`src/rtl/vec_strided_lsu_pkg.sv`:
```
// Shared definitions for the strided vector load/store sequencer.
//   - SEW encodings as they arrive on the sew command field
//   - FSM state encoding of the sequencer
//   - helpers giving the element byte mask and base byte strobe per SEW
package vec_lsu_pkg;

    localparam logic [1:0] SEW_E8  = 2'd0;
    localparam logic [1:0] SEW_E16 = 2'd1;
    localparam logic [1:0] SEW_E32 = 2'd2;
    localparam logic [1:0] SEW_ILL = 2'd3;

    typedef enum logic [1:0] {
        ST_IDLE = 2'd0,
        ST_REQ  = 2'd1,
        ST_NEXT = 2'd2,
        ST_FIN  = 2'd3
    } lsu_state_e;

    // Bit mask covering the low SEW bits of a 32-bit word.
    function automatic logic [31:0] sew_mask(input logic [1:0] sew);
        case (sew)
            SEW_E8:  return 32'h0000_00FF;
            SEW_E16: return 32'h0000_FFFF;
            default: return 32'hFFFF_FFFF;
        endcase
    endfunction

    // Byte enables of an element placed at byte lane 0.
    function automatic logic [3:0] sew_strb(input logic [1:0] sew);
        case (sew)
            SEW_E8:  return 4'b0001;
            SEW_E16: return 4'b0011;
            default: return 4'b1111;
        endcase
    endfunction

endpackage

```
`src/rtl/vec_strided_lsu_if.sv`:
```
// Data-memory port of the strided LSU: a single valid/ready request channel
// with the read data returned in the same cycle as mem_ready.
//   mem_valid  master->slave  request valid, held until mem_ready
//   mem_ready  slave->master  one-cycle acknowledge
//   mem_addr   master->slave  byte address of the element
//   mem_wdata  master->slave  lane-aligned store data
//   mem_wstrb  master->slave  byte enables (0 for loads)
//   mem_rdata  slave->master  load word, valid with mem_ready
interface vec_strided_lsu_if;

    logic        mem_valid;
    logic        mem_ready;
    logic [31:0] mem_addr;
    logic [31:0] mem_wdata;
    logic [3:0]  mem_wstrb;
    logic [31:0] mem_rdata;

    modport master (
        output mem_valid, mem_addr, mem_wdata, mem_wstrb,
        input  mem_ready, mem_rdata
    );

    modport slave (
        input  mem_valid, mem_addr, mem_wdata, mem_wstrb,
        output mem_ready, mem_rdata
    );

endinterface

```
`src/rtl/vec_strided_lsu_align.sv`:
```
// vec_lane_align: purely combinational byte-lane steering for one element.
//   sew_i       element width code
//   addr_lo_i   low two bits of the element byte address
//   st_data_i   element read from the VRF (low SEW bits used)
//   rdata_i     memory word returned for a load
//   wdata_o     store data shifted into its byte lanes
//   wstrb_o     store byte enables
//   ld_data_o   load element extracted and zero-extended
//   misalign_o  element does not sit on its natural SEW boundary
module vec_lane_align
    import vec_lsu_pkg::*;
(
    input  logic [1:0]  sew_i,
    input  logic [1:0]  addr_lo_i,
    input  logic [31:0] st_data_i,
    input  logic [31:0] rdata_i,
    output logic [31:0] wdata_o,
    output logic [3:0]  wstrb_o,
    output logic [31:0] ld_data_o,
    output logic        misalign_o
);

    logic [4:0] sh;

    assign sh = {addr_lo_i, 3'b000};

    assign wdata_o   = (st_data_i & sew_mask(sew_i)) << sh;
    assign wstrb_o   = sew_strb(sew_i) << addr_lo_i;
    assign ld_data_o = (rdata_i >> sh) & sew_mask(sew_i);

    assign misalign_o = ((sew_i == SEW_E16) && addr_lo_i[0]) ||
                        ((sew_i == SEW_E32) && (addr_lo_i != 2'b00));

endmodule

```
`src/rtl/vec_strided_lsu.sv`:
```
// vec_strided_lsu: executes one vlse.v / vsse.v per start strobe, walking
// vl elements at base + i*stride and issuing one memory request each.
//   clk, reset            clock, asynchronous active-high reset
//   start, is_store, base, stride, vl, sew
//                         command, sampled only when idle
//   busy, done, err       status; err qualifies the done pulse
//   mem                   data-memory request channel (master side)
//   st_idx, st_data       VRF read port used by stores
//   ld_we, ld_idx, ld_data VRF write port used by loads
module vec_strided_lsu
    import vec_lsu_pkg::*;
#(
    parameter int VL_W = 10
) (
    input  logic                clk,
    input  logic                reset,
    input  logic                start,
    input  logic                is_store,
    input  logic [31:0]         base,
    input  logic [31:0]         stride,
    input  logic [VL_W-1:0]     vl,
    input  logic [1:0]          sew,
    output logic                busy,
    output logic                done,
    output logic                err,
    vec_strided_lsu_if.master   mem,
    output logic [VL_W-1:0]     st_idx,
    input  logic [31:0]         st_data,
    output logic                ld_we,
    output logic [VL_W-1:0]     ld_idx,
    output logic [31:0]         ld_data
);

    lsu_state_e      state_q;
    logic            is_store_q;
    logic [31:0]     stride_q;
    logic [VL_W-1:0] vl_q;
    logic [1:0]      sew_q;
    logic [VL_W-1:0] idx_q;
    logic [31:0]     addr_q;
    logic            busy_q;
    logic            done_q;
    logic            err_q;
    logic            ld_we_q;
    logic [VL_W-1:0] ld_idx_q;
    logic [31:0]     ld_data_q;

    logic [31:0]     addr_d;
    logic [VL_W-1:0] idx_d;
    logic [31:0]     al_wdata;
    logic [3:0]      al_wstrb;
    logic [31:0]     al_ld_data;
    logic            misalign;
    logic            req_vld;

    // Address arithmetic wraps naturally modulo 2^32 for any stride sign.
    assign addr_d = addr_q + stride_q;
    assign idx_d  = idx_q + VL_W'(1);

    vec_lane_align u_align (
        .sew_i      (sew_q),
        .addr_lo_i  (addr_q[1:0]),
        .st_data_i  (st_data),
        .rdata_i    (mem.mem_rdata),
        .wdata_o    (al_wdata),
        .wstrb_o    (al_wstrb),
        .ld_data_o  (al_ld_data),
        .misalign_o (misalign)
    );

    // A misaligned element never raises a request; the FSM aborts instead.
    assign req_vld = (state_q == ST_REQ) && !misalign;

    assign mem.mem_valid = req_vld;
    assign mem.mem_addr  = addr_q;
    assign mem.mem_wdata = (req_vld && is_store_q) ? al_wdata : 32'h0;
    assign mem.mem_wstrb = (req_vld && is_store_q) ? al_wstrb : 4'h0;

    assign busy    = busy_q;
    assign done    = done_q;
    assign err     = err_q;
    assign st_idx  = busy_q ? idx_q : '0;
    assign ld_we   = ld_we_q;
    assign ld_idx  = ld_idx_q;
    assign ld_data = ld_data_q;

    always_ff @(posedge clk or posedge reset) begin
        if (reset) begin
            state_q    <= ST_IDLE;
            is_store_q <= 1'b0;
            stride_q   <= '0;
            vl_q       <= '0;
            sew_q      <= '0;
            idx_q      <= '0;
            addr_q     <= '0;
            busy_q     <= 1'b0;
            done_q     <= 1'b0;
            err_q      <= 1'b0;
            ld_we_q    <= 1'b0;
            ld_idx_q   <= '0;
            ld_data_q  <= '0;
        end else begin
            case (state_q)
                ST_IDLE: begin
                    if (start) begin
                        is_store_q <= is_store;
                        stride_q   <= stride;
                        vl_q       <= vl;
                        sew_q      <= sew;
                        idx_q      <= '0;
                        addr_q     <= base;
                        busy_q     <= 1'b1;
                        // Empty or illegal commands complete without memory traffic.
                        if ((vl == '0) || (sew == SEW_ILL)) begin
                            state_q <= ST_FIN;
                            done_q  <= 1'b1;
                            err_q   <= (sew == SEW_ILL);
                        end else begin
                            state_q <= ST_REQ;
                        end
                    end
                end
                ST_REQ: begin
                    if (misalign) begin
                        state_q <= ST_FIN;
                        done_q  <= 1'b1;
                        err_q   <= 1'b1;
                    end else if (mem.mem_ready) begin
                        state_q <= ST_NEXT;
                        if (!is_store_q) begin
                            ld_we_q   <= 1'b1;
                            ld_idx_q  <= idx_q;
                            ld_data_q <= al_ld_data;
                        end
                    end
                end
                ST_NEXT: begin
                    ld_we_q <= 1'b0;
                    addr_q  <= addr_d;
                    idx_q   <= idx_d;
                    if (idx_d == vl_q) begin
                        state_q <= ST_FIN;
                        done_q  <= 1'b1;
                    end else begin
                        state_q <= ST_REQ;
                    end
                end
                ST_FIN: begin
                    done_q  <= 1'b0;
                    err_q   <= 1'b0;
                    busy_q  <= 1'b0;
                    state_q <= ST_IDLE;
                end
                default: state_q <= ST_IDLE;
            endcase
        end
    end

endmodule

```
`src/flat_wrapper.sv`:
```
// flat-port wrapper written by rule: the top's interface ports become plain ports
module vec_strided_lsu_flat import vec_lsu_pkg::*;
#(
    parameter int VL_W = 10
)
  (clk, reset, start, is_store, base, stride, vl, sew, busy, done, err, st_idx, st_data, ld_we, ld_idx, ld_data, mem_mem_valid, mem_mem_addr, mem_mem_wdata, mem_mem_wstrb, mem_mem_ready, mem_mem_rdata);
  vec_strided_lsu_if mem_i ();
  input  logic clk;
  input  logic reset;
  input  logic start;
  input  logic is_store;
  input  logic [31:0] base;
  input  logic [31:0] stride;
  input  logic [VL_W-1:0] vl;
  input  logic [1:0] sew;
  output logic busy;
  output logic done;
  output logic err;
  output logic [VL_W-1:0] st_idx;
  input  logic [31:0] st_data;
  output logic ld_we;
  output logic [VL_W-1:0] ld_idx;
  output logic [31:0] ld_data;
  output wire logic [$bits(mem_i.mem_valid)-1:0] mem_mem_valid;
  output wire logic [$bits(mem_i.mem_addr)-1:0] mem_mem_addr;
  output wire logic [$bits(mem_i.mem_wdata)-1:0] mem_mem_wdata;
  output wire logic [$bits(mem_i.mem_wstrb)-1:0] mem_mem_wstrb;
  input wire logic [$bits(mem_i.mem_ready)-1:0] mem_mem_ready;
  input wire logic [$bits(mem_i.mem_rdata)-1:0] mem_mem_rdata;
  assign mem_mem_valid = mem_i.mem_valid;
  assign mem_mem_addr = mem_i.mem_addr;
  assign mem_mem_wdata = mem_i.mem_wdata;
  assign mem_mem_wstrb = mem_i.mem_wstrb;
  assign mem_i.mem_ready = mem_mem_ready;
  assign mem_i.mem_rdata = mem_mem_rdata;
  vec_strided_lsu #(.VL_W(VL_W)) u_core (.clk(clk), .reset(reset), .start(start), .is_store(is_store), .base(base), .stride(stride), .vl(vl), .sew(sew), .busy(busy), .done(done), .err(err), .mem(mem_i), .st_idx(st_idx), .st_data(st_data), .ld_we(ld_we), .ld_idx(ld_idx), .ld_data(ld_data));
endmodule
```
`config.mk`:
```
export PLATFORM = sky130hd
export DESIGN_NAME = vec_strided_lsu_flat
export DESIGN_NICKNAME = d
export VERILOG_FILES = /design/src/rtl/vec_strided_lsu_pkg.sv /design/src/rtl/vec_strided_lsu_if.sv /design/src/rtl/vec_strided_lsu_align.sv /design/src/rtl/vec_strided_lsu.sv /design/src/flat_wrapper.sv
export SDC_FILE = /design/constraint.sdc
export NUM_CORES = 1
export LEC_CHECK = 0
export ABC_AREA = 1
export BUFFER_PORTS_ARGS = -buffer_cell sky130_fd_sc_hd__buf_2
export CORE_MARGIN = 2
export CORE_UTILIZATION = 54
export DETAILED_ROUTE_END_ITERATION = 8
export GPL_TIMING_DRIVEN = 0
export PLACE_DENSITY = 0.78
export SLEW_MARGIN = 0
export SYNTH_ARGS = -nofsm -noshare
export SYNTH_HDL_FRONTEND = slang
export SYNTH_HIERARCHICAL = 1
export SYNTH_SLANG_ARGS = --single-unit
```
`constraint.sdc`:
```
create_clock -name clk -period 6.5 [get_ports clk]
set_input_delay 1.3 -clock clk [delete_from_list [all_inputs] [get_ports clk]]
set_output_delay 1.3 -clock clk [all_outputs]
set_load 0.05 [all_outputs]
```
# After elaboration in Yosys (flattened, before gate mapping)
# Index checks and enable logic that the tools add are counted.
[classes] add_sub_neg=2 mul=0 div_mod_pow=0 order_cmp=0 n_eq_ne=15 shift=3 muxes=29 n_bitwise=4 n_reduce_logical=23
[op_table] cell="case mux 32 bit (2 select lines)" count=2
[op_table] cell="bitwise AND 32 bit" count=2
[op_table] cell="two-way mux 32 bit" count=2
[op_table] cell="adder 32 bit" count=1
[op_table] cell="<< shifter 32 x 5 -> 32 bit" count=1
[op_table] cell="right shift 32 x 5 -> 32 bit" count=1
[op_table] cell="two-way mux 10 bit" count=2
[op_table] cell="case mux 10 bit (2 select lines)" count=1
[op_table] cell="AND reduction 4 bit" count=4
[op_table] cell="adder 10 x 1 -> 10 bit, second input constant" count=1
[op_table] cell="equality test 10 bit" count=1
[op_table] cell="zero test 10 bit" count=1
[op_table] cell="two-way mux 1 bit" count=10
[op_table] cell="two-way mux 2 bit" count=5
[op_table] cell="equality test 2 bit, second input constant" count=4
[op_table] cell="inequality test 2 bit, second input constant" count=4
[op_table] cell="case mux 2 bit (4 select lines)" count=1
[op_table] cell="case mux 4 bit (2 select lines)" count=1
[op_table] cell="AND reduction 2 bit" count=4
[op_table] cell="nonzero test 2 bit" count=4
[op_table] cell="inequality test 2 x 1 -> 1 bit, second input constant" count=3
[op_table] cell="equality test 2 x 1 -> 1 bit, second input constant" count=2
[op_table] cell="logical AND 1 bit" count=4
[op_table] cell="zero test 2 bit" count=2
[op_table] cell="other kinds (10)" count=13
[totals] register_bits=135 latch_bits=0 ram_bits=0 mem_bits_ro=0 out_inout_bits=125 word_cells=89 memories=0

# Depth between registers and ports, before layout
# Gate-level depths: netlist of run 1.
[logic_depth] ltp_word=7 mapped_depth=14 ltp_nobuf=14

# Hierarchy
# The synthesis of run 1 kept the hierarchy.
[modules_own_cells] mod="vec_strided_lsu" instances=1 cells_each=1153 area_each_um2=8409.3 seq_area_each_um2=3378.2
[modules_own_cells] mod="vec_lane_align" instances=1 cells_each=277 area_each_um2=1238.7 seq_area_each_um2=0.0

# Worst setup path before layout of run 1
# No wires, ideal clock.
[synth_path] kind="register -> output" start="register u_core.addr_q[0] (netlist: u_core/mem.mem_addr[0])" end="output mem_mem_wdata[10]" arrival_ns=2.717 t_required_ns=5.200 setup_slack_ns=2.483 path_stages_with_launch=9 path_cell_list="dfrtp_1 buf_4 buf_4 a21oi_1 a21oi_1 nor2_8 nand2_1 clkbuf_1 nor2_1"
[synth_between] elab_chain_cells=7 elab_cells_between_ends=9 cone_classes="shift: 1; mux: 1; reduce/logical: 7"
[synth_lines] item="from (decl)" line="vec_strided_lsu.sv:40" source="logic [31:0] addr_q;"
[synth_lines] item="from (signal assigned)" line="vec_strided_lsu.sv:111" source="addr_q <= base;"
[synth_lines] item="from (signal assigned)" line="vec_strided_lsu.sv:139" source="addr_q <= addr_d;"
[synth_lines] item="nonzero test 2 bit" line="vec_strided_lsu_align.sv:32" source="((sew_i == SEW_E32) && (addr_lo_i != 2'b00));"
[synth_lines] item="logical AND 1 bit" line="vec_strided_lsu_align.sv:32"
[synth_lines] item="logical OR 1 bit *" line="vec_strided_lsu_align.sv:31" source="assign misalign_o = ((sew_i == SEW_E16) && addr_lo_i[0]) ||"
[synth_lines] item="named net u_core.misalign" line="vec_strided_lsu.sv:53" source="logic misalign;"
[synth_lines] item="zero test 1 bit *" line="vec_strided_lsu.sv:72" source="assign req_vld = (state_q == ST_REQ) && !misalign;"
[synth_lines] item="logical AND 1 bit *" line="vec_strided_lsu.sv:72"
[synth_lines] item="named net mem_mem_valid" line="flat_wrapper.sv:24" source="output wire logic [$bits(mem_i.mem_valid)-1:0] mem_mem_valid;"
[synth_lines] item="logical AND 1 bit *" line="vec_strided_lsu.sv:76" source="assign mem.mem_wdata = (req_vld && is_store_q) ? al_wdata : 32'h0;"
[synth_lines] item="two-way mux 32 bit *" line="vec_strided_lsu.sv:76"
[synth_lines] item="to (decl)" line="flat_wrapper.sv:26" source="output wire logic [$bits(mem_i.mem_wdata)-1:0] mem_mem_wdata;"
# The timed path passes the listed nets; every way through them passes the cells marked *.

# Worst setup path after layout of run 1
[layout_path] start="register u_core.addr_q[0] (netlist: u_core/mem.mem_addr[0])" end="output mem_mem_wdata[27]"
[layout_between] elab_chain_cells=7 elab_cells_between_ends=9 cone_classes="shift: 1; mux: 1; reduce/logical: 7"
[layout_lines] item="nonzero test 2 bit" line="vec_strided_lsu_align.sv:32"
[layout_lines] item="logical AND 1 bit" line="vec_strided_lsu_align.sv:32"
[layout_lines] item="logical OR 1 bit *" line="vec_strided_lsu_align.sv:31"
[layout_lines] item="named net u_core.misalign" line="vec_strided_lsu.sv:53"
[layout_lines] item="zero test 1 bit *" line="vec_strided_lsu.sv:72"
[layout_lines] item="logical AND 1 bit *" line="vec_strided_lsu.sv:72"
[layout_lines] item="logical AND 1 bit *" line="vec_strided_lsu.sv:76"
[layout_lines] item="two-way mux 32 bit *" line="vec_strided_lsu.sv:76"
# Marks and branches as above.

==> results of run 1 <==
==> report_power, final <==
part	leakage (uW)	internal [uW]	switching (uW)	total, uW
Sequential	0.00171	1230	295	1520
Combinational	0.00494	1400	3270	4670
Clock	0.000317	666	417	1080
==> cell families after synthesis <==
| family | count (synthesis) |
|---|---|
| compound gates | 154 |
| mux | 32 |
| flops | 135 |
| fa+ha+maj | 33 |
| xor+xnor | 10 |
| simple gates | 839 |
| buf+inv | 227 |
==> layer usage <==
metal	wire, um	part of all wire [%]
met1	12930	42
met2	14220	46
met3	2684	8.7
met4	945	3.1
met5	10	0.032
==> Yosys cell counts (all sizes together) <==
master	count
nand3b	6
nor3b	2
ha	32
nand2	529
o22ai	7
nor4	1
and2	2
mux2	32
nand3	113
a22oi	2
dfrtp	135
nor2	164
nand4	7
xnor2	8
a21oi	44
or2	8
buf	32
o21ai	72
o21bai	7
o211ai	16
fa	1
a22o	5
a221o	1
inv	178
nor3	7
clkinv	1
clkbuf	16
xor2	2
==> layout by cell type, fill, tap and decap left out, drive strengths merged, types with 8 or more instances in the layout <==
cell type / netlist / final
nand2: 529 / 529
buf: 32 / 302
inv: 178 / 184
nor2: 164 / 164
dfrtp: 135 / 135
nand3: 113 / 113
o21ai: 72 / 72
a21oi: 44 / 44
clkbuf: 16 / 34
ha: 32 / 32
mux2: 32 / 32
o211ai: 16 / 16
xnor2: 8 / 8
or2: 8 / 8
==> area by class of cell <==
class                      instances  share of cell area [%]
inverter                         179                   5.654
buffer                            48                   2.184
tap                              225                   2.352
clock inverter                    14                   1.787
clock buffer                      18                   3.668
sequential                       135                   28.22
timing repair buffer             270                   11.48
antenna                            4                 0.08361
multi-input combinational       1068                   44.58
==> worst min-delay path, stage by stage, from the launching register on <==
cell and delay [ns]:
dfrtp_1 0.34, nand2_1 0.05, nand2_1 0.05
==> metrics by stage <==
stage	worst slack, ns	instance area (sq um)	power [uW]	util [%]	hold slack, ns
2_1_floorplan	1.589	9648	4970	-	0.4366
3_3_place_gp	0.08986	11280	6035	64.97	0.4536
3_5_place_dp	2.311	11310	6110	65.15	0.4616
4_1_cts	1.841	11960	7227	68.92	0.4759
5_1_grt	1.634	11970	7810	68.94	0.4883
6_report	1.778	11970	7278	68.97	0.4733
==> flip-flops by register name (all words and copies together) (netlist names) <==
signal,flops
u_core/ld_data,32
u_core/mem.mem_addr,32
u_core/stride_q,32
u_core/idx_q,10
u_core/ld_idx,10
u_core/vl_q,10
u_core/sew_q,2
u_core/state_q,2
u_core/busy,1
u_core/done,1
u_core/err,1
u_core/is_store_q,1
u_core/ld_we,1
==> worst min-delay path by stage <==
stage                           startpoint                     endpoint  slack (ns)  depth (start not counted)
3_5_place_dp   u_core/sew_q[0]$_DFFE_PP0P_  u_core/sew_q[0]$_DFFE_PP0P_        0.46                          2
4_1_cts        u_core/sew_q[0]$_DFFE_PP0P_  u_core/sew_q[0]$_DFFE_PP0P_        0.48                          2
3_3_place_gp   u_core/sew_q[0]$_DFFE_PP0P_  u_core/sew_q[0]$_DFFE_PP0P_        0.45                          2
2_1_floorplan  u_core/sew_q[0]$_DFFE_PP0P_  u_core/sew_q[0]$_DFFE_PP0P_        0.44                          2
6_report       u_core/sew_q[0]$_DFFE_PP0P_  u_core/sew_q[0]$_DFFE_PP0P_        0.47                          2
5_1_grt        u_core/sew_q[0]$_DFFE_PP0P_  u_core/sew_q[0]$_DFFE_PP0P_        0.49                          2
==> metrics.txt, run 1 <==
outcome finished clean; DR DRC count 0; GPL Wtd Cong 1.009; post-synthesis mux area share 4.863%; post-synthesis sequential area ratio 35.01%; Pins Over Slew Limit 0; initial antenna violation count 3; worst-margin pin slew 0.7000 ns; port bufs 269; Core Rows 48; R2R Path Start u_core/mem.mem_addr[0]$_DFFE_PP0P_; Nets 1897; Compound-Gate Fraction of Synth Area 9.013%; internal reg-to-reg setup slack between 3 and 4 ns; Post-CTS Setup Bufs 0; Worst path max stage delay 0.63 ns; busiest grt layer met2; crit path capture mem_mem_wdata[27]; Final Non-Filler Cells 1961; clk buf depth 2; DR WL/cell about 16 um; CP endpoint kind output port; grt ovf 0; cell area power density 607.9 mW/mm^2; worst vdd ir 0.3738 mV; Synth area leader dfrtp_1; Hold Path Class reg2reg; arrival time at the worst endpoint around 3.4 ns; Reg area 0.003378 sq mm; R2R depth 10; Root Buffer clkbuf_16; fin crit share 72.64%; Starting Density 55.59%; crit path launch type flop; Distinct cells, synth between 40 and 50; synthesis-stage register bit count 135; Core ar. 0.01736 sq mm; Netlist Area Pre-Place 0.009648 sq mm; Post-Synth XOR/XNOR Area 0.9078%; htree depth 4; gr usage total 32.57%; routing usage on met3 6.475%; area share of the largest cell type after synthesis 35.01%; syn nets 1608; Slew Limit Headroom 53.16%; CTS tree done; initial DRC count 824; most frequent CP cell nand2_1; syn avg cell area 6.747 sq um; Crit path required time 5.20 ns; largest family of logic cells by synthesized area simple AND/OR/NAND/NOR gates; first-pass GRT wire length ~48000 um; HPWL after DPL about 24000 um; die width 137.7 um; Worst path slowest cell dfrtp_1; vias in the first global route between 9000 and 10000; multi-input logic area 0.005336 sq mm; Post-CTS Hold Buffers 0; met1 Use GR 43.53%; endpoints failing hold 0; delay-heaviest family, CP buffers and inverters; Global Route met2 Usage approximately 52%; Tmin final 4.722 ns; dpl cells 1925; Worst path depth 10; Syn Inst Count 1430; Fmax 0.2118 GHz; number of warnings issued by yosys 6; post-synthesis simple-gate area fraction a little over a third; Max Cap Viol 0; Buf+Inv Stages, Crit Path 4; final WL 30800 um; Leakage 0.006970 uW; worst flop-to-flop path endpoint u_core/ld_idx[6]$_DFFE_PP0P_; Layout fillers approximately 1600; top cells by area, synth dfrtp_1 35%, nand2_1 20%, inv_1 6.6%; clock-pin slew on the worst setup and hold paths 0.06 ns; cells along the critical path inv_2 > nand2_2 > buf_4 > nand2_1 > a21oi_1 > nor2_8 > nand2_1 > clkbuf_1 > nor2_1 > buf_2; TritonCTS Buffers 17; I/O pin count 270; DR vias/cell 5.344; remaining antenna violation count 0; DR vias around 10000; DRT Pass-1 Iters 6; worst skew pair latency about 0.43 ns; Clock Skews 0.009667 ns; Setup TNS 0 ns; Final setup viols 0; die area 0.01895 sq mm; # resized after CTS 0; largest net degree at the start of global routing 89; crit path launch u_core/mem.mem_addr[0]$_DFFE_PP0P_; adder-cell share of the synthesized area 4.357%; Die Y 137.7 um; Layout area overhead 24.08%; Crit Path Max Fanout 11; RSZ-0062 raised after global routing false; CTS sink count 135; Crit Path Category reg2out; layout cells sized above 1 23.50%
Note: power is estimated with default switching activity, not from simulation.
==> run 2: changes to the inputs <==
--- a/config.mk
+++ b/config.mk
@@ -8,10 +8,10 @@
 export ABC_AREA = 1
 export BUFFER_PORTS_ARGS = -buffer_cell sky130_fd_sc_hd__buf_2
 export CORE_MARGIN = 2
-export CORE_UTILIZATION = 54
+export CORE_UTILIZATION = 49
 export DETAILED_ROUTE_END_ITERATION = 8
 export GPL_TIMING_DRIVEN = 0
-export PLACE_DENSITY = 0.78
+export PLACE_DENSITY = 0.75
 export SLEW_MARGIN = 0
 export SYNTH_ARGS = -nofsm -noshare
 export SYNTH_HDL_FRONTEND = slang
==> constraint.sdc (replaced) <==
create_clock -name clk -period 3.8 [get_ports clk]
set_input_delay 0.76 -clock clk [delete_from_list [all_inputs] [get_ports clk]]
set_output_delay 0.76 -clock clk [all_outputs]
set_load 0.05 [all_outputs]
==> run 2 against run 1 <==
Effect of this change:
- clock skew rose by 0.0029 ns
- sequential share of layout area barely moved
- non-clock buffer count rose by 2
- die area rose by 9.9%
- power rose by 68%
- worst setup slack got worse by 1.5 ns
- routed wire length rose by 1.2%
==> metrics.txt, run 2 (synthesis gave the netlist of run 1 again) <==
Hold Path Class in2async; Nets 1899; Final Non-Filler Cells 2000; die area 0.02083 sq mm; CTS tree done; DR DRC count 0; worst skew pair latency 0.42 ns; DR vias 10460; clk buf depth 2; Seq pwr share between 20% and 30%; Clock Skews about 0.013 ns; Sw Ratio 55.28%; worst vdd ir 0.4577 mV; initial DRC count 898; RSZ-0062 raised after global routing false; initial antenna violation count 2; Core ar. 0.01940 sq mm; NetSw 6747 uW; CP endpoint kind output port; fin crit share 93.18%; Layout area overhead 24.04%; Crit Path Category reg2out; CTS sink count 135; Crit Path Max Fanout 11; GPL Wtd Cong 0.9906; clock-pin slew on the worst setup and hold paths 0.06 ns; dpl cells 1967; gr usage total between 20 and 30%; vias in the first global route around 9900; final WL 31160 um; Tmin final 3.541 ns; Post-CTS Setup Bufs 0; Core Rows between 50 and 60; Max Cap Viol 0; final core utilization 61.69%; DP Area 0.01139 sq mm; TritonCTS Buffers 17; Starting Density 49.74%; Leakage 0.006934 uW; Slew Limit Headroom 50.53%; HPWL after DPL 24380 um; worst-margin pin slew 0.7405 ns; Root Buffer clkbuf_16; DRT Pass-1 Iters 5; grt ovf 0; endpoints failing hold 0; outcome finished clean; port bufs 269; Final setup viols 0; Post-CTS Hold Buffers 0; remaining antenna violation count 0; Crit path required time 3.04 ns; fin worst setup slack 0.2592 ns; commonest non-fill, non-tap cell in the layout nand2_1; first-pass GRT wire length 48810 um; Fmax 0.2824 GHz; arrival time at the worst endpoint 2.78 ns; Combinational Power Share 65.4%; largest net degree at the start of global routing 40; crit path launch type flop; DR WL/cell roughly 16 um; die width roughly 140 um; Post-Layout Inst Area 0.01197 sq mm; cell-internal power 5458 uW; cell area power density 1020 mW/mm^2; I/O pin count 270; Die Y between 100 and 150 um; DR vias/cell 5.229; Pins Over Slew Limit 0; layout cells sized above 1 a little under a quarter; clock group share of total power 13.2%; htree depth 4; worst slack at placement 0.1391 ns; Layout fillers between 1500 and 2000; commonest cells after routing, fill and taps aside 520 x nand2_1, 286 x buf_2, 169 x inv_1
run 2: timing repair:
item | in CTS | in global routing
pin swaps | 0 | 0
gates resized for setup | 2 | 7
cloned | 0 | 0
setup endpoints to repair | 30 | 30
run 2: metal layers:
metal  part of all wire, %  track usage [%]  wire, um
met1                    43            40.31     13500
met2                    46            48.77     14350
met3                   7.3            3.841      2269
met4                   3.3            12.21      1026
met5                     0                0         0
run 2: critical path, cell delays in order (launching register included):
cell and delay (ns):
dfrtp_2 0.53, inv_2 0.17, nand2_2 0.18, buf_4 0.22
nand2_1 0.08, a21oi_2 0.29, nor2_8 0.09, nand2_2 0.20
clkbuf_2 0.29, nor2_1 0.08, buf_2 0.21
run 2: per-stage QoR:
stage               hold WS, ns  total power (uW)  TNS [ns]
floorplan                0.4366              8502         0
global placement         0.4508             10330         0
detailed placement       0.4628             10470         0
CTS                      0.4708             12130  -0.02037
global route             0.5015             13150         0
finish                   0.4535             12210         0
run 2: layout make-up:
cell class,count,area [sq um],area share (%)
Tap cell,265,331.6,2.771
Timing Repair Buffer,272,1406,11.75
Sequential cell,135,3379,28.24
Buffer,48,265.3,2.216
Multi-Input combinational cell,1068,5343,44.64
Inverter,179,675.6,5.646
Clock buffer,17,425.4,3.555
Clock inverter,12,131.4,1.098
Antenna cell,4,10.01,0.08364
run 2: path summary, 6_finish.rpt:
path                                                         start                                   to  slack [ns]  cells after the start
max in group asynchronous                                    reset       u_core/ld_data[30]$_DFFE_PP0P_        2.42                      4
worst max-delay path            u_core/mem.mem_addr[0]$_DFFE_PP0P_                    mem_mem_wdata[13]        0.26                     10
min in group clk                       u_core/sew_q[0]$_DFFE_PP0P_          u_core/sew_q[0]$_DFFE_PP0P_        0.47                      2
worst min register to register         u_core/sew_q[0]$_DFFE_PP0P_          u_core/sew_q[0]$_DFFE_PP0P_        0.47                      2
worst min-delay path                                         reset  u_core/mem.mem_addr[13]$_DFFE_PP0P_        0.45                      2
worst max register to register  u_core/mem.mem_addr[0]$_DFFE_PP0P_  u_core/mem.mem_addr[18]$_DFFE_PP0P_        1.24                     11
run 2: power groups by stage:
stage / clock network [uW] / logic (uW) / registers (uW)
2_1_floorplan: 0 / 4690 / 3810
3_3_place_gp: 0 / 7740 / 2590
3_5_place_dp: 0 / 7850 / 2610
4_1_cts: 1620 / 7900 / 2600
5_1_grt: 1680 / 8780 / 2690
6_report: 1610 / 7980 / 2610
